### src/rtl/key_event_gen_if.sv
// Key event bundle: debounced key level in, one-cycle key events plus held level out.
interface key_event_gen_if;
  logic key_n;
  logic press;
  logic release_pulse;
  logic long_press;
  logic repeat_tick;
  logic held;

  modport master (output key_n, input press, release_pulse, long_press, repeat_tick, held);
  modport slave  (input key_n, output press, release_pulse, long_press, repeat_tick, held);
endinterface

### src/rtl/key_event_gen.sv
// Turns a debounced active-low key level into press/release/long-press/repeat pulses
// and a held level; one shared counter times both the long-press and repeat periods.
module key_event_gen #(
    parameter int HOLD_TICKS   = 25000000,
    parameter int REPEAT_TICKS = 5000000,
    parameter int CNT_W        = 25
) (
    input logic             clk,
    input logic             rst,
    key_event_gen_if.slave  kif
);
    typedef enum logic [1:0] {IDLE, DOWN, HOLD} state_t;

    localparam logic [CNT_W-1:0] HOLD_LAST   = CNT_W'(HOLD_TICKS - 1);
    localparam logic [CNT_W-1:0] REPEAT_LAST = CNT_W'(REPEAT_TICKS - 1);

    state_t           state;
    logic [CNT_W-1:0] cnt;

    always_ff @(posedge clk or negedge rst) begin
        if (!rst) begin
            state             <= IDLE;
            cnt               <= '0;
            kif.press         <= 1'b0;
            kif.release_pulse <= 1'b0;
            kif.long_press    <= 1'b0;
            kif.repeat_tick   <= 1'b0;
            kif.held          <= 1'b0;
        end else begin
            kif.press         <= 1'b0;
            kif.release_pulse <= 1'b0;
            kif.long_press    <= 1'b0;
            kif.repeat_tick   <= 1'b0;
            case (state)
                IDLE: begin
                    if (!kif.key_n) begin
                        state     <= DOWN;
                        cnt       <= '0;
                        kif.press <= 1'b1;
                        kif.held  <= 1'b1;
                    end
                end
                DOWN: begin
                    // key-up takes priority over a terminal count on the same edge
                    if (kif.key_n) begin
                        state             <= IDLE;
                        cnt               <= '0;
                        kif.release_pulse <= 1'b1;
                        kif.held          <= 1'b0;
                    end else if (cnt == HOLD_LAST) begin
                        state          <= HOLD;
                        cnt            <= '0;
                        kif.long_press <= 1'b1;
                    end else begin
                        cnt <= cnt + 1'b1;
                    end
                end
                HOLD: begin
                    if (kif.key_n) begin
                        state             <= IDLE;
                        cnt               <= '0;
                        kif.release_pulse <= 1'b1;
                        kif.held          <= 1'b0;
                    end else if (cnt == REPEAT_LAST) begin
                        cnt             <= '0;
                        kif.repeat_tick <= 1'b1;
                    end else begin
                        cnt <= cnt + 1'b1;
                    end
                end
                default: begin
                    state    <= IDLE;
                    cnt      <= '0;
                    kif.held <= 1'b0;
                end
            endcase
        end
    end
endmodule

### src/flat_wrapper.sv
// flat-port wrapper written by rule: the top's interface ports become plain ports
module key_event_gen_flat 
#(
    parameter int HOLD_TICKS   = 25000000,
    parameter int REPEAT_TICKS = 5000000,
    parameter int CNT_W        = 25
)
  (clk, rst, kif_key_n, kif_press, kif_release_pulse, kif_long_press, kif_repeat_tick, kif_held);
  key_event_gen_if kif_i ();
  input logic clk;
  input logic rst;
  input wire logic [$bits(kif_i.key_n)-1:0] kif_key_n;
  output wire logic [$bits(kif_i.press)-1:0] kif_press;
  output wire logic [$bits(kif_i.release_pulse)-1:0] kif_release_pulse;
  output wire logic [$bits(kif_i.long_press)-1:0] kif_long_press;
  output wire logic [$bits(kif_i.repeat_tick)-1:0] kif_repeat_tick;
  output wire logic [$bits(kif_i.held)-1:0] kif_held;
  assign kif_i.key_n = kif_key_n;
  assign kif_press = kif_i.press;
  assign kif_release_pulse = kif_i.release_pulse;
  assign kif_long_press = kif_i.long_press;
  assign kif_repeat_tick = kif_i.repeat_tick;
  assign kif_held = kif_i.held;
  key_event_gen #(.HOLD_TICKS(HOLD_TICKS), .REPEAT_TICKS(REPEAT_TICKS), .CNT_W(CNT_W)) u_core (.clk(clk), .rst(rst), .kif(kif_i));
endmodule
### config.mk
export PLATFORM = sky130hd
export DESIGN_NAME = key_event_gen_flat
export DESIGN_NICKNAME = d
export VERILOG_FILES = /design/src/rtl/key_event_gen_if.sv /design/src/rtl/key_event_gen.sv /design/src/flat_wrapper.sv
export SDC_FILE = /design/constraint.sdc
export NUM_CORES = 1
export LEC_CHECK = 0
export BUFFER_PORTS_ARGS = -buffer_cell sky130_fd_sc_hd__clkbuf_2
export CAP_MARGIN = 20
export CORE_MARGIN = 5
export CORE_UTILIZATION = 45
export CTS_CLUSTER_SIZE = 8
export DETAILED_ROUTE_END_ITERATION = 16
export PLACE_DENSITY = 0.66
export SLEW_MARGIN = 20
export SYNTH_ARGS = -nofsm -noshare
export SYNTH_HDL_FRONTEND = slang
export SYNTH_SLANG_ARGS = --single-unit
### constraint.sdc
create_clock -name clk -period 2.92 [get_ports clk]
set_input_delay 0.73 -clock clk [delete_from_list [all_inputs] [get_ports clk]]
set_output_delay 0.73 -clock clk [all_outputs]
set_load 0.03 [all_outputs]
# [Word level (Yosys, flattened, before mapping)]
# Cells that the tools add are included.
[totals] ff_bits=32 in_bits=3 out_inout_bits=5 wordCells=44
[classes] n_eq_ne=8 n_mux=24 n_reduce_logical=4 add_sub_neg=1
[op_table] op="25-bit two-way mux" count=5
[op_table] op="25-bit one-hot mux with 3 select lines" count=1
[op_table] op="25-bit by 1-bit adder with 25-bit output, second input constant" count=1
[op_table] op="25-bit by 23-bit == test with 1-bit output, second input constant" count=1
[op_table] op="25-bit == test, second input constant" count=1
[op_table] op="1-bit two-way mux" count=12
[op_table] op="2-bit two-way mux" count=4
[op_table] op="2-bit one-hot mux with 3 select lines" count=1
[op_table] op="2-bit inequality test, second input constant" count=2
[op_table] op="3-bit by 2-bit inequality test with 1-bit output, second input constant" count=1
[op_table] op="3-bit AND reduction" count=1
[op_table] op="2-bit by 1-bit == test with 1-bit output, second input constant" count=1
[op_table] op="2-bit == test, second input constant" count=1
[op_table] op="2-bit zero test" count=1
[op_table] op="2-bit by 1-bit inequality test with 1-bit output, second input constant" count=1
[op_table] op="1-bit one-hot mux with 2 select lines" count=1
[op_table] op="2-bit AND reduction" count=1
[op_table] op="2-bit OR reduction" count=1

# [Logic depth before layout (Yosys ltp)]
# Gate-level depths: netlist of the first run.
[depth] depth_word=4 mapped_depth=7 ltp_nobuf=6

# [Worst setup path before layout of the first run]
# OpenSTA, ideal clock, no wires.
[synth_timing] path_type="reg-to-reg" start="reg u_core.cnt[0]" end="reg u_core.cnt[22]" period_less_slack_ps=1940 path_stages_with_launch=8 t_required_ps=2795 path_slack_ps=980 setup_ps=125 arrival_time_ps=1815 n_path_buf=1 cell_sequence="dfrtp_1 -> ha_1 -> nand4_4 -> or3_1 -> buf_2 -> o31a_1 -> o221ai_1 -> nand2_1"
[synth_via] elab_chain_len=4 elab_cells_between_ends=8 classes_between="add/sub: 1; eq/ne: 2; mux: 5"
[synth_lines] item="from (decl)" line="key_event_gen.sv:18" rtl="logic [CNT_W-1:0] cnt;"
[synth_lines] item="from (signal assigned)" line="key_event_gen.sv:55" rtl="cnt <= cnt + 1'b1;"
[synth_lines] item="from (signal assigned)" line="key_event_gen.sv:68" rtl="cnt <= cnt + 1'b1;"
[synth_lines] item="25-bit by 1-bit adder with 25-bit output, or another cell as far along" line="key_event_gen.sv:55, key_event_gen.sv:68"
[synth_lines] item="25-bit two-way mux, on equally long branches" line="key_event_gen.sv:64, key_event_gen.sv:50"
[synth_lines] item="25-bit two-way mux, on equally long branches" line="key_event_gen.sv:59, key_event_gen.sv:45"
[synth_lines] item="25-bit one-hot mux with 3 select lines (*)" line="key_event_gen.sv:34" rtl="case (state)"
# Mark *: on every way between the ends. The rest lies on a longest branch, timed or not.
# A chain may end at the register's enable or synchronous reset.

# [Final worst setup path of the first run]
[layout_timing] start="reg u_core.cnt[0]" end="reg u_core.cnt[14]"
# The elaborated chain is that of the path after synthesis.

==> results.txt, run 1 <==
----------------------------------------------------
[Power]
  Standby leakage power ... 0.9585 nW
  Worst vdd ir ... 0.0003017 V
  Power density over the cells ... 556.7 mW/mm²

[Synth]
  Prevailing post-synth register cell ... sky130_fd_sc_hd__dfrtp_1
  Post-synthesis simple-gate area fraction ... 31.94%
  Instance count of the mapped netlist ... 236
  Synthesized area divided by synthesized cell count ... 8.764 µm²
  Synthesis-stage register bit count ... 32
  Synthesized Nets ... 243
  Top-count cell post-synth ... sky130_fd_sc_hd__nand2_1
  Number of distinct library cell variants in the gate-level netlist after synthesis ... 48
  Count of flip-flops with a built-in enable after synthesis ... 0
  Post-synthesis adder-cell area fraction ... 2.420%
  Largest family of logic cells by synthesized area ... simple AND/OR/NAND/NOR gates
  Share of async-settable or async-resettable flops after synthesis ... 100.0%
  Yosys warning total ... 0
  Synth Area in XOR/XNOR ... 0.8469%
  Area share of the largest cell type after synthesis ... 38.72%
  Top cell types by occurrence after synthesis ... sky130_fd_sc_hd__nand2_1 (56), sky130_fd_sc_hd__dfrtp_1 (32), sky130_fd_sc_hd__o221ai_1 (18)
  Synth Area in Compound Gates ... 20.87%
  Largest cells by area after synthesis ... sky130_fd_sc_hd__dfrtp_1 (39%), sky130_fd_sc_hd__nand2_1 (10%), sky130_fd_sc_hd__o221ai_1 (7.6%)
  Leading area contributor after synthesis ... sky130_fd_sc_hd__dfrtp_1
  Portion of the post-synthesis area used by sequential elements ... 38.72%
  Mux contribution to synthesized area ... 0.4840%
  Combined area of all synthesized cells ... 0.002068 mm²

[Cells and area]
  Number of nets in the finished design ... 247
  Fraction of final layout cells with drive strength greater than 1 ... 13.28%
  Final design area excluding fillers ... 0.002246 mm²
  Register area ... 800.8 µm²
  Number of antenna repair diodes ... 0
  Area Growth Syn to Fin ... 8.590%
  Area occupied by multi-input gates ... 0.001174 mm²
  Filler cell count ... 395

[Timing]
  Total setup violations reported at the end of the flow ... 0
  Top achievable clock speed ... 441.6 MHz
  Final critical-path share of the clock period ... 77.56%
  Slew Limit Headroom ... 47.45%
  Min setup slack post-route ... 0.6554 ns
  Largest clock skew in the final design ... 0.008316 ns
  Count of endpoints failing hold in the final timing report ... 0
  Unrepaired setup endpoints after global routing ... false
  Final-layout setup total negative slack ... 0 ns
  Count of pins over their slew limit ... 0
  Min cycle time layout ... 2.265 ns
  Measured slew at the worst slew-check pin ... 0.7883 ns
  Final Hold Slack ... 0.5052 ns

[CTS]
  Number of H-tree levels ... 2
  Cts hold-fix bufs ... 0
  Clk_lat worst skew ... 0.29 ns
  Total setup buffers inserted after CTS ... 0
  TritonCTS Sinks ... 32
  Number of buffers added by the clock tree synthesis step ... 5
  Root Buffer Master ... sky130_fd_sc_hd__clkbuf_8
  Clock tree from TritonCTS ... yes
  Clock transition time at the flip-flop clock pins of the worst setup and hold paths ... 0.07 ns
  Number of buffers between clock root and the deepest sink ... 2
  Post-cts repair resize count ... 0

[Floorplanning]
  Starting density of the core ... 46.85%
  Chip height ... 77.80 µm
  Horiz. Die Dim ... 77.80 µm
  Die ar. ... 0.006052 mm²
  Standard-cell row count ... 24
  Core region area ... 0.004414 mm²
  Io pins ... 8

[Route]
  Total via count after detailed routing ... 1781
  DRT antenna net count ... 0
  Detailed-route vias per instance ... 6.078
  Final routed wirelength across all metal layers ... 4781 µm
  First DRT Iteration DRCs ... 136
  # DRC ... 0
  Average detailed-routed wire length per instance ... 16.32 µm
  TritonRoute pass-1 iters ... 4

[Hold path]
  Min-Delay Path Class ... in2async

[Outcome]
  Result of the run ... finished clean

[Setup path]
  Cell breakdown of the critical path ... ha_1 > nand4_4 > or3_1 > or3_1 > or2_0 > o211ai_2
  Most repeated library cell on the critical path ... sky130_fd_sc_hd__or3_1
  Critical path's largest stage delay ... 0.58 ns
  Data arrival time of the critical path ... 2.48 ns
  Required time reported for the critical path endpoint ... 3.14 ns
  Critical Path Fanout Max ... 12
  Crit. End Element ... register
  Slowest cell on the critical path ... sky130_fd_sc_hd__or3_1
  Critical Path Start Type ... register
  Crit Path Category ... reg2reg

[Global routing]
  Number of antenna violations at the first check in global routing ... 0
  Largest net degree at the start of global routing ... 33
  Vias in the first global route ... 1680
  Global router's overall resource usage ... 16.83%
  GR Overflow Total ... 0
  Global-route wire length before repair ... 8245 µm

[Placed design]
  Placer Congestion ... 0.8447
  Standard cell area after detailed placement ... 0.002135 mm²
  Pre-CTS WS ... 0.6738 ns
  Number of port buffers ... 7
  Post-DP HPWL ... 3202 µm

[Run]
  Reported max-cap violation count ... 0

----------------------------------------------------
==> power breakdown <==
part / total (W) / switching (W) / internal [W]
clock: 0.000432 / 0.000180 / 0.000252
sequential: 0.000496 / 0.0000226 / 0.000474
combinational: 0.000322 / 0.000227 / 0.0000947
==> area by class of cell <==
cell class	count	area share (%)
tap	52	2.897
inverter	8	1.337
sequential	32	35.65
clock buffer	5	3.064
clock inverter	3	1.894
multi-input combinational	182	52.26
timing repair buffer	11	2.897
==> routing by layer <==
layer,vias up,share of wire (%),GRT usage [%],routed length [µm]
li1,886,-,-,-
met1,842,47,23.09,2262
met2,43,45,25.04,2174
met3,10,5.2,4.977,251
met4,0,1.9,6.014,92
met5,-,0,0,0
==> path summary, 6_finish.rpt <==
| check | start | end | slack [ns] | cells past startpoint |
|---|---|---|---|---|
| worst max-delay path | u_core.cnt[0] | u_core.cnt[14] | 0.66 | 6 |
| worst min-delay path | rst | u_core.kif.press | 0.51 | 1 |
| worst max register to register | u_core.cnt[0] | u_core.cnt[14] | 0.66 | 6 |
| worst min register to register | u_core.cnt[0] | u_core.cnt[0] | 0.52 | 1 |
| max in group asynchronous | rst | u_core.cnt[1] | 1.91 | 1 |
| min in group clk | u_core.cnt[0] | u_core.cnt[0] | 0.52 | 1 |
==> placed cells by master (no fill, tap or decap), types with 2 or more instances in the layout <==
cell                         n
sky130_fd_sc_hd__a21boi_0    2
sky130_fd_sc_hd__a21oi_2     2
sky130_fd_sc_hd__a31oi_1     2
sky130_fd_sc_hd__and2_1      5
sky130_fd_sc_hd__and3_1      3
sky130_fd_sc_hd__and4_1      2
sky130_fd_sc_hd__buf_4       4
sky130_fd_sc_hd__clkbuf_2    7
sky130_fd_sc_hd__clkbuf_8    5
sky130_fd_sc_hd__dfrtp_1    32
sky130_fd_sc_hd__ha_1        4
sky130_fd_sc_hd__inv_1       8
sky130_fd_sc_hd__nand2_1    56
sky130_fd_sc_hd__nand3_1     9
sky130_fd_sc_hd__nand4_1     2
sky130_fd_sc_hd__nand4bb_1   4
sky130_fd_sc_hd__nor2_1     12
sky130_fd_sc_hd__nor3_1      6
sky130_fd_sc_hd__nor4_1      9
sky130_fd_sc_hd__nor4_4      2
sky130_fd_sc_hd__o2111ai_1   2
sky130_fd_sc_hd__o211ai_1    3
sky130_fd_sc_hd__o21a_1      2
sky130_fd_sc_hd__o21ai_0     2
sky130_fd_sc_hd__o21ai_1     4
sky130_fd_sc_hd__o221ai_1   18
sky130_fd_sc_hd__o31a_1      8
sky130_fd_sc_hd__or2_2       2
sky130_fd_sc_hd__or3_1       2
sky130_fd_sc_hd__or4_4       2
==> stage by stage <==
step	utilization, %	std cells	power (W)
final	50.88	293	0.001250
after global routing	50.88	293	0.001331
after CTS	50.88	293	0.001264
after detailed placement	48.36	285	0.0008318
after global placement	48.36	285	0.0008240
after floorplan	-	236	0.0007302
==> kinds of logic (layout without fill, tap and decap cells) <==
group,Yosys count,in the layout
adders and majority gates,4,4
AOI/OAI and AO/OA,53,53
and+or+nand+nor,122,122
buffers and inverters,22,27
xor gates and xnor gates,2,2
DFF,32,32
muxes,1,1
==> state kept, by name (all words and copies together), names as in the netlist <==
signal                    count
u_core.state                  2
u_core.kif.repeat_tick        1
u_core.kif.press              1
u_core.kif.release_pulse      1
u_core.kif.held               1
u_core.kif.long_press         1
u_core.cnt                   25
==> worst max-delay path, delay by kind of cell (launching register included) <==
kind                       cells  cell delay [ns]
and+or+nand+nor                4             1.39
AOI/OAI and AO/OA              1             0.14
DFF                            1             0.40
adders and majority gates      1             0.26
Note: power is estimated with default switching activity, not from simulation.
==> run 2, diff against run 1 <==
ABC_AREA = 1   (was not set)
clock period = 2.12 ns   (was 2.92 ns; I/O delays follow)
==> run 2 against run 1 <==
- first-iteration DRC count up 18%
- non-clock buffer count decreased by 1
- register-to-register slack got worse by 0.39 ns
- via count grew 12%
- combinational power increased by 100%
- final cell count up 43%
- sequential share of layout area down 2.1 points
- die area grew 5.0%
- flip-flop and latch count unchanged
- critical path type unchanged
- sequential power grew 39%
- maximum frequency grew 22%
- core utilization decreased by 0.36 points
==> results.txt, run 2 <==
----------------------------------------------------
[Outcome]
  Result of the run ... finished clean

[Synth]
  Synthesized area divided by synthesized cell count ... 6.417 µm² (-27%)
  Share of async-settable or async-resettable flops after synthesis ... 100.0% (unchanged)
  Largest cells by area after synthesis ... sky130_fd_sc_hd__dfrtp_1 (37%), sky130_fd_sc_hd__nand2_1 (23%), sky130_fd_sc_hd__nor2_1 (11%)
  Leading area contributor after synthesis ... sky130_fd_sc_hd__dfrtp_1
  Portion of the post-synthesis area used by sequential elements ... 36.59% (-2.1 points)
  Synth Area in XOR/XNOR ... 3.202% (+2.4 points)
  Top-count cell post-synth ... sky130_fd_sc_hd__nand2_1
  Area share of the largest cell type after synthesis ... 36.59% (-2.1 points)
  Top cell types by occurrence after synthesis ... sky130_fd_sc_hd__nand2_1 (134), sky130_fd_sc_hd__nor2_1 (65), sky130_fd_sc_hd__dfrtp_1 (32)
  Largest family of logic cells by synthesized area ... simple AND/OR/NAND/NOR gates
  Count of flip-flops with a built-in enable after synthesis ... 0 (unchanged)
  Synth Area in Compound Gates ... 4.117% (-17 points)
  Synthesized Nets ... 348 (+43%)
  Combined area of all synthesized cells ... 0.002188 mm² (+5.8%)
  Number of distinct library cell variants in the gate-level netlist after synthesis ... 28 (-42%)
  Post-synthesis adder-cell area fraction ... 2.287% (-0.13 points)
  Instance count of the mapped netlist ... 341 (+44%)
  Post-synthesis simple-gate area fraction ... 45.28% (+13 points)
  Synthesis-stage register bit count ... 32 (unchanged)
  Yosys warning total ... 0 (unchanged)
  Mux contribution to synthesized area ... 0% (-0.48 points)
  Prevailing post-synth register cell ... sky130_fd_sc_hd__dfrtp_1

[Setup path]
  R2r setup slk ... 0.27 ns (-0.39 ns)
  Worst reg2reg path depth ... 10 (+4)
  Beginning of the worst register-to-register path ... u_core.state[0]
  Required time reported for the critical path endpoint ... 2.36 ns (-0.78 ns)
  Critical Path Start Type ... register
  Critical R2R Capture ... u_core.cnt[8]
  Crit. End Element ... register
  Critical Path Fanout Max ... 13 (+1)
  Data arrival time of the critical path ... 2.09 ns (-0.39 ns)
  Crit Path Category ... reg2reg

[Timing]
  Slew Limit Headroom ... 61.07% (+14 points)
  Top achievable clock speed ... 539.5 MHz (+22%)
  Count of endpoints failing hold in the final timing report ... 0 (unchanged)
  Final critical-path share of the clock period ... 87.44% (+9.9 points)
  Measured slew at the worst slew-check pin ... 0.5840 ns (-0.2043 ns)
  Unrepaired setup endpoints after global routing ... false
  Total setup violations reported at the end of the flow ... 0 (unchanged)
  Min cycle time layout ... 1.854 ns (-0.4110 ns)
  Largest clock skew in the final design ... 0.01069 ns (+0.002374 ns)
  Final-layout setup total negative slack ... 0 ns (unchanged)
  Count of pins over their slew limit ... 0 (unchanged)

[Cells and area]
  Number of antenna repair diodes ... 0 (unchanged)
  Final design area excluding fillers ... 0.002386 mm² (+6.2%)
  Commonest cells after routing, fill and taps aside ... sky130_fd_sc_hd__nand2_1 (134), sky130_fd_sc_hd__nor2_1 (65), sky130_fd_sc_hd__dfrtp_1 (32)
  Most common cell after layout, fill and taps aside ... sky130_fd_sc_hd__nand2_1
  Max FFs per register ... 25 (unchanged)
  Fraction of final layout cells with drive strength greater than 1 ... 8.523% (-4.8 points)
  Largest regs ... u_core.cnt: 25 flops, u_core.state: 2 flops
  Final core utilization ... 50.52% (-0.36 points)
  Area Growth Syn to Fin ... 9.034%
  Largest Register ... u_core.cnt
  Number of nets in the finished design ... 358 (+45%)

[CTS]
  TritonCTS Sinks ... 32 (unchanged)
  Post-cts repair resize count ... 0 (unchanged)
  Cts hold-fix bufs ... 0 (unchanged)
  Clock transition time at the flip-flop clock pins of the worst setup and hold paths ... 0.08 ns (about the same)
  Root Buffer Master ... sky130_fd_sc_hd__clkbuf_8
  Total setup buffers inserted after CTS ... 0 (unchanged)
  Number of buffers added by the clock tree synthesis step ... 5 (unchanged)
  Number of H-tree levels ... 2 (unchanged)
  Clock tree from TritonCTS ... yes
  Clk_lat worst skew ... 0.29 ns (about the same)
  Number of buffers between clock root and the deepest sink ... 2 (unchanged)

[Route]
  First DRT Iteration DRCs ... 160 (+18%)
  Detailed-route vias per instance ... 4.768 (-22%)
  Final routed wirelength across all metal layers ... 5040 µm (+5.4%)
  DRT antenna net count ... 0 (unchanged)
  TritonRoute pass-1 iters ... 4 (unchanged)
  Average detailed-routed wire length per instance ... 12.03 µm (-26%)
  Total via count after detailed routing ... 1998 (+12%)
  # DRC ... 0 (unchanged)

[Power]
  Comb power frac ... 33.4% (+7.7 points)
  Power dissipated by switching net loads ... 0.0007497 W (+75%)
  Standby leakage power ... 1.107 nW (+15%)
  Power Total ... 0.001924 W (+54%)
  Sequential fraction of design power ... 35.8% (-3.9 points)
  Clk pwr share ... 30.8% (-3.8 points)
  Cell internal pwr ... 0.001174 W (+43%)
  Power density over the cells ... 806.3 mW/mm² (+45%)
  Worst vdd ir ... 0.0003222 V (+6.8%)
  Switching power as a share of total power ... 38.97% (+4.6 points)

[Placed design]
  Post-DP HPWL ... 3753 µm (+17%)
  Placer Congestion ... 0.8734 (+3.4%)
  Number of port buffers ... 7 (unchanged)
  Standard cell area after detailed placement ... 0.002275 mm² (+6.6%)

[Floorplanning]
  Die ar. ... 0.006358 mm² (+5.0%)
  Starting density of the core ... 46.33% (-0.52 points)
  Standard-cell row count ... 25 (+4.2%)
  Core region area ... 0.004723 mm² (+7.0%)
  Chip height ... 79.74 µm (+2.5%)
  Horiz. Die Dim ... 79.74 µm (+2.5%)
  Io pins ... 8 (unchanged)

[Global routing]
  Number of antenna violations at the first check in global routing ... 0 (unchanged)
  Global router's overall resource usage ... 17.97% (+1.1 points)
  Largest net degree at the start of global routing ... 25 (-24%)
  GR Overflow Total ... 0 (unchanged)
  Vias in the first global route ... 1890 (+13%)
  Global-route wire length before repair ... 8914 µm (+8.1%)

[Hold path]
  Min-Delay Path Class ... in2async

[Run]
  Reported max-cap violation count ... 0 (unchanged)

----------------------------------------------------
==> run 2: final cells by class <==
type / instances / area [µm²]
Clock buffer: 5 / 68.82
Clock inverter: 3 / 42.54
Fill cell: 482 / 2337
Inverter: 35 / 131.4
Multi-Input combinational cell: 267 / 1201
Sequential cell: 32 / 800.8
Tap cell: 67 / 83.83
Timing Repair Buffer: 10 / 57.56
==> run 2: cells by family (layout without fill, tap and decap cells) <==
| group | after synthesis | count (layout) |
|---|---|---|
| adders and majority gates | 4 | 4 |
| AOI/OAI and AO/OA | 17 | 17 |
| and+or+nand+nor | 238 | 238 |
| buffers and inverters | 42 | 53 |
| DFF | 32 | 32 |
| xor gates and xnor gates | 8 | 8 |
==> run 2: critical path: stages (launching register included) <==
cell,delay (ns)
sky130_fd_sc_hd__dfrtp_1,0.37
sky130_fd_sc_hd__inv_1,0.07
sky130_fd_sc_hd__ha_1,0.36
sky130_fd_sc_hd__inv_1,0.12
sky130_fd_sc_hd__nor2_4,0.29
sky130_fd_sc_hd__inv_2,0.18
sky130_fd_sc_hd__a21oi_1,0.14
sky130_fd_sc_hd__o21ai_0,0.09
sky130_fd_sc_hd__inv_1,0.06
sky130_fd_sc_hd__nand2_1,0.05
sky130_fd_sc_hd__nand2_1,0.06
==> run 2: power by group through the flow <==
stage	Clock [W]	Combinational [W]	Sequential, W
after floorplan	0	0.000466	0.000748
after global placement	0	0.000630	0.000699
after detailed placement	0	0.000638	0.000702
after CTS	0.000603	0.000642	0.000689
after global routing	0.000633	0.000712	0.000695
final	0.000592	0.000643	0.000689
==> run 2: metrics by stage <==
step,setup slack (ns),std cells,hold WS (ns)
after global routing,0.09521,419,0.2836
after detailed placement,0.2806,411,0.4987
after CTS,0.2675,419,0.2428
final,0.2664,419,0.2249
after floorplan,0.6290,341,0.2344
after global placement,0.3734,411,0.4975
==> run 2: worst max path at each step <==
stage                         start              to  slack [ns]  cells after the start
detailed placement  u_core.state[1]   u_core.cnt[8]        0.28                     10
CTS                 u_core.state[1]   u_core.cnt[8]        0.27                     10
global placement    u_core.state[0]   u_core.cnt[8]        0.37                     10
floorplan             u_core.cnt[0]  u_core.cnt[13]        0.63                     11
finish              u_core.state[0]   u_core.cnt[8]        0.27                     10
global route        u_core.state[1]   u_core.cnt[8]         0.1                     10
==> run 2: routing by layer <==
| metal | GRT usage [%] | wire (µm) | share of wire [%] |
|---|---|---|---|
| met2 | 27.05 | 2147 | 43 |
| met1 | 25.21 | 2535 | 50 |
| met3 | 3.950 | 279 | 5.5 |
| met5 | 0 | 0 | 0 |
| met4 | 6.588 | 78 | 1.5 |
==> run 3, diff against run 2 <==
ABC_AREA = not set   (was 1)
CELL_PAD_IN_SITES_DETAIL_PLACEMENT = 1   (was not set)
CELL_PAD_IN_SITES_GLOBAL_PLACEMENT = 1   (was not set)
PLACE_DENSITY = 0.81   (was 0.66)
==> run 3 against run 2 <==
- cell area increased by 1.2%
- die area decreased by 4.8%
- sequential power decreased by 0.6%
- global-route usage increased by 2.2 points
- core utilization increased by 4.2 points
- routed wire length increased by 12%
- clock skew decreased by 0.0039 ns
- critical path type unchanged
- register-to-register slack got worse by 0.17 ns
- non-clock buffer count increased by 21
- clock-buffer cell count unchanged
- flip-flop and latch count unchanged
==> results.txt, run 3 (synthesized netlist as in run 1, its figures left out) <==
----------------------------------------------------
[CTS]
  Clk_lat worst skew ... 0.30 ns (about the same)
  Number of H-tree levels ... 2 (unchanged)
  Clock transition time at the flip-flop clock pins of the worst setup and hold paths ... 0.08 ns (about the same)
  TritonCTS Sinks ... 32 (unchanged)
  Clock tree from TritonCTS ... yes
  Number of buffers between clock root and the deepest sink ... 2 (unchanged)
  Number of buffers added by the clock tree synthesis step ... 5 (unchanged)
  Root Buffer Master ... sky130_fd_sc_hd__clkbuf_8
  Cts hold-fix bufs ... 0 (unchanged)

[Global routing]
  Largest net degree at the start of global routing ... 33 (+32%)
  Met2 track utilization from global routing ... 33.31% (+6.3 points)
  Global-route wire length before repair ... 9701 µm (+8.8%)
  GR Layer Usage met3 ... 5.324% (+1.4 points)
  Number of antenna violations at the first check in global routing ... 0 (unchanged)
  Most heavily used metal layer in global routing ... met2
  GR Overflow Total ... 0 (unchanged)
  Vias in the first global route ... 1962 (+3.8%)
  Met1 demand-to-capacity share in global routing ... 24.62% (-0.59 points)
  Global router's overall resource usage ... 20.18% (+2.2 points)

[Run]
  Reported max-cap violation count ... 0 (unchanged)

[Cells and area]
  Most common cell after layout, fill and taps aside ... sky130_fd_sc_hd__nand2_1
  Area occupied by multi-input gates ... 0.001192 mm² (-0.73%)
  Filler cell count ... 523 (+8.5%)
  Number of antenna repair diodes ... 0 (unchanged)
  Register area ... 800.8 µm² (unchanged)
  Final core utilization ... 54.71% (+4.2 points)
  Largest Register ... u_core.cnt
  Largest regs ... u_core.cnt: 25 flops, u_core.state: 2 flops
  Max FFs per register ... 25 (unchanged)
  Final Instance Count excl. Fillers ... 313 (-25%)
  Fraction of final layout cells with drive strength greater than 1 ... 20.69% (+12 points)
  Area Growth Syn to Fin ... 16.76%
  Number of nets in the finished design ... 267 (-25%)
  Commonest cells after routing, fill and taps aside ... sky130_fd_sc_hd__nand2_1 (56), sky130_fd_sc_hd__dfrtp_1 (32), sky130_fd_sc_hd__buf_4 (24)

[Placed design]
  Post-DP HPWL ... 4036 µm (+7.6%)
  Number of port buffers ... 7 (unchanged)
  Instance count after placement with tap cells included ... 304 (-26%)
  Placer Congestion ... 0.8286 (-5.1%)

[Setup path]
  Critical R2R Capture ... u_core.cnt[14]
  Cell breakdown of the critical path ... ha_4 > nand4_4 > or3_4 > or3_1 > or2_0 > o211ai_2
  Crit. End Element ... register
  Critical path's largest stage delay ... 0.45 ns (+0.08 ns)
  Critical Path Start Type ... register
  Slowest cell on the critical path ... sky130_fd_sc_hd__or3_4
  Crit Path Category ... reg2reg
  R2r setup slk ... 0.09 ns (-0.17 ns)
  Data arrival time of the critical path ... 2.25 ns (+0.16 ns)
  Required time reported for the critical path endpoint ... 2.34 ns (-0.02 ns)
  Beginning of the worst register-to-register path ... u_core.cnt[1]
  Buffers and inverters on the worst path ... 0 (-4)
  Cell family with most CP delay ... simple AND/OR/NAND/NOR gates
  Critical Path Fanout Max ... 6 (-7)
  Worst reg2reg path depth ... 6 (-4)

[Route]
  Final routed wirelength across all metal layers ... 5656 µm (+12%)
  Detailed-route vias per instance ... 6.147 (+29%)
  TritonRoute pass-1 iters ... 4 (unchanged)
  Average detailed-routed wire length per instance ... 18.07 µm (+50%)
  # DRC ... 0 (unchanged)
  Total via count after detailed routing ... 1924 (-3.7%)
  First DRT Iteration DRCs ... 58 (-64%)
  DRT antenna net count ... 0 (unchanged)

[Power]
  Power density over the cells ... 741.7 mW/mm² (-8.0%)
  Worst vdd ir ... 0.0003090 V (-4.1%)
  Power Total ... 0.001791 W (-6.9%)
  Standby leakage power ... 1.064 nW (-3.9%)

[Floorplanning]
  Starting density of the core ... 46.85% (+0.52 points)
  Horiz. Die Dim ... 77.80 µm (-2.4%)
  Standard-cell row count ... 24 (-4.0%)
  Io pins ... 8 (unchanged)
  Chip height ... 77.80 µm (-2.4%)
  Core region area ... 0.004414 mm² (-6.5%)
  Die ar. ... 0.006052 mm² (-4.8%)

[Outcome]
  Result of the run ... finished clean

[Timing]
  Min cycle time layout ... 2.025 ns (+0.1714 ns)
  Final-layout setup total negative slack ... 0 ns (unchanged)
  Final Hold Slack ... 0.2444 ns (+0.01955 ns)
  Count of pins over their slew limit ... 0 (unchanged)
  Top achievable clock speed ... 493.8 MHz (-8.5%)
  Unrepaired setup endpoints after global routing ... false
  Total setup violations reported at the end of the flow ... 0 (unchanged)
  Slew Limit Headroom ... 70.88% (+9.8 points)
  Final critical-path share of the clock period ... 95.52% (+8.1 points)
  Count of endpoints failing hold in the final timing report ... 0 (unchanged)
  Largest clock skew in the final design ... 0.006832 ns (-0.003858 ns)
  Measured slew at the worst slew-check pin ... 0.4327 ns (-0.1512 ns)

[Hold path]
  Min-Delay Path Class ... in2async

----------------------------------------------------
run 3: cell types whose count changed in the layout (fill, tap and decap cells not counted), sizes merged, moves of 4 or more:
| cell | before | now |
|---|---|---|
| nand2 | 137 | 56 |
| nor2 | 71 | 12 |
| inv | 34 | 8 |
| buf | 3 | 24 |
| o221ai | 0 | 18 |
| nor4 | 1 | 11 |
| a21oi | 10 | 2 |
| o31a | 0 | 8 |
| nand3 | 17 | 10 |
| xor2 | 6 | 1 |
| nand4bb | 0 | 4 |
| o211ai | 0 | 4 |
run 3: layer usage:
layer	vias up	wire (µm)
met5	-	0
met3	12	223
met4	0	137
li1	927	-
met1	950	2528
met2	35	2767
run 3: power breakdown:
part           leakage, nW  internal (W)  total (W)  switching (W)
registers            0.440      0.000652   0.000685      0.0000324
logic                0.569      0.000160   0.000502       0.000342
clock network       0.0541      0.000348   0.000605       0.000257
run 3: per-stage QoR:
step	setup WS, ns	cell area, µm²
floorplan	0.1804	2068
global placement	0.09041	2277
detailed placement	-0.01560	2277
CTS	0.01684	2391
global route	0.02066	2415
finish	0.09499	2415
run 3: worst register-to-register path: stages (launching register included):
cell	delay, ns
sky130_fd_sc_hd__dfrtp_1	0.42
sky130_fd_sc_hd__ha_4	0.18
sky130_fd_sc_hd__nand4_4	0.15
sky130_fd_sc_hd__or3_4	0.45
sky130_fd_sc_hd__or3_1	0.36
sky130_fd_sc_hd__or2_0	0.23
sky130_fd_sc_hd__o211ai_2	0.15
run 3: repair_timing:
| item | 4_1_cts | 5_1_grt |
|---|---|---|
| gates resized for setup | 1 | 3 |
| setup buffers | 0 | 1 |
| pin swaps | 0 | 1 |
| endpoints found under the setup margin | 1 | 5 |
run 3: worst max-delay path by stage:
stage / endpoint / cells after the start / from / slack [ns]
floorplan: u_core.cnt[22] / 7 / u_core.cnt[0] / 0.18
global placement: u_core.cnt[22] / 7 / u_core.cnt[1] / 0.09
detailed placement: u_core.cnt[14] / 6 / u_core.cnt[1] / -0.02
CTS: u_core.cnt[14] / 6 / u_core.cnt[1] / 0.02
global route: u_core.cnt[17] / 5 / u_core.cnt[8] / 0.02
finish: u_core.cnt[14] / 6 / u_core.cnt[1] / 0.09
run 3: layout make-up:
cell class | count | area share [%]
Tap cell | 52 | 2.694
Multi-Input combinational cell | 182 | 49.38
Clock buffer | 5 | 2.850
Clock inverter | 3 | 1.762
Sequential cell | 32 | 33.16
Timing Repair Buffer | 31 | 8.912
Inverter | 8 | 1.244
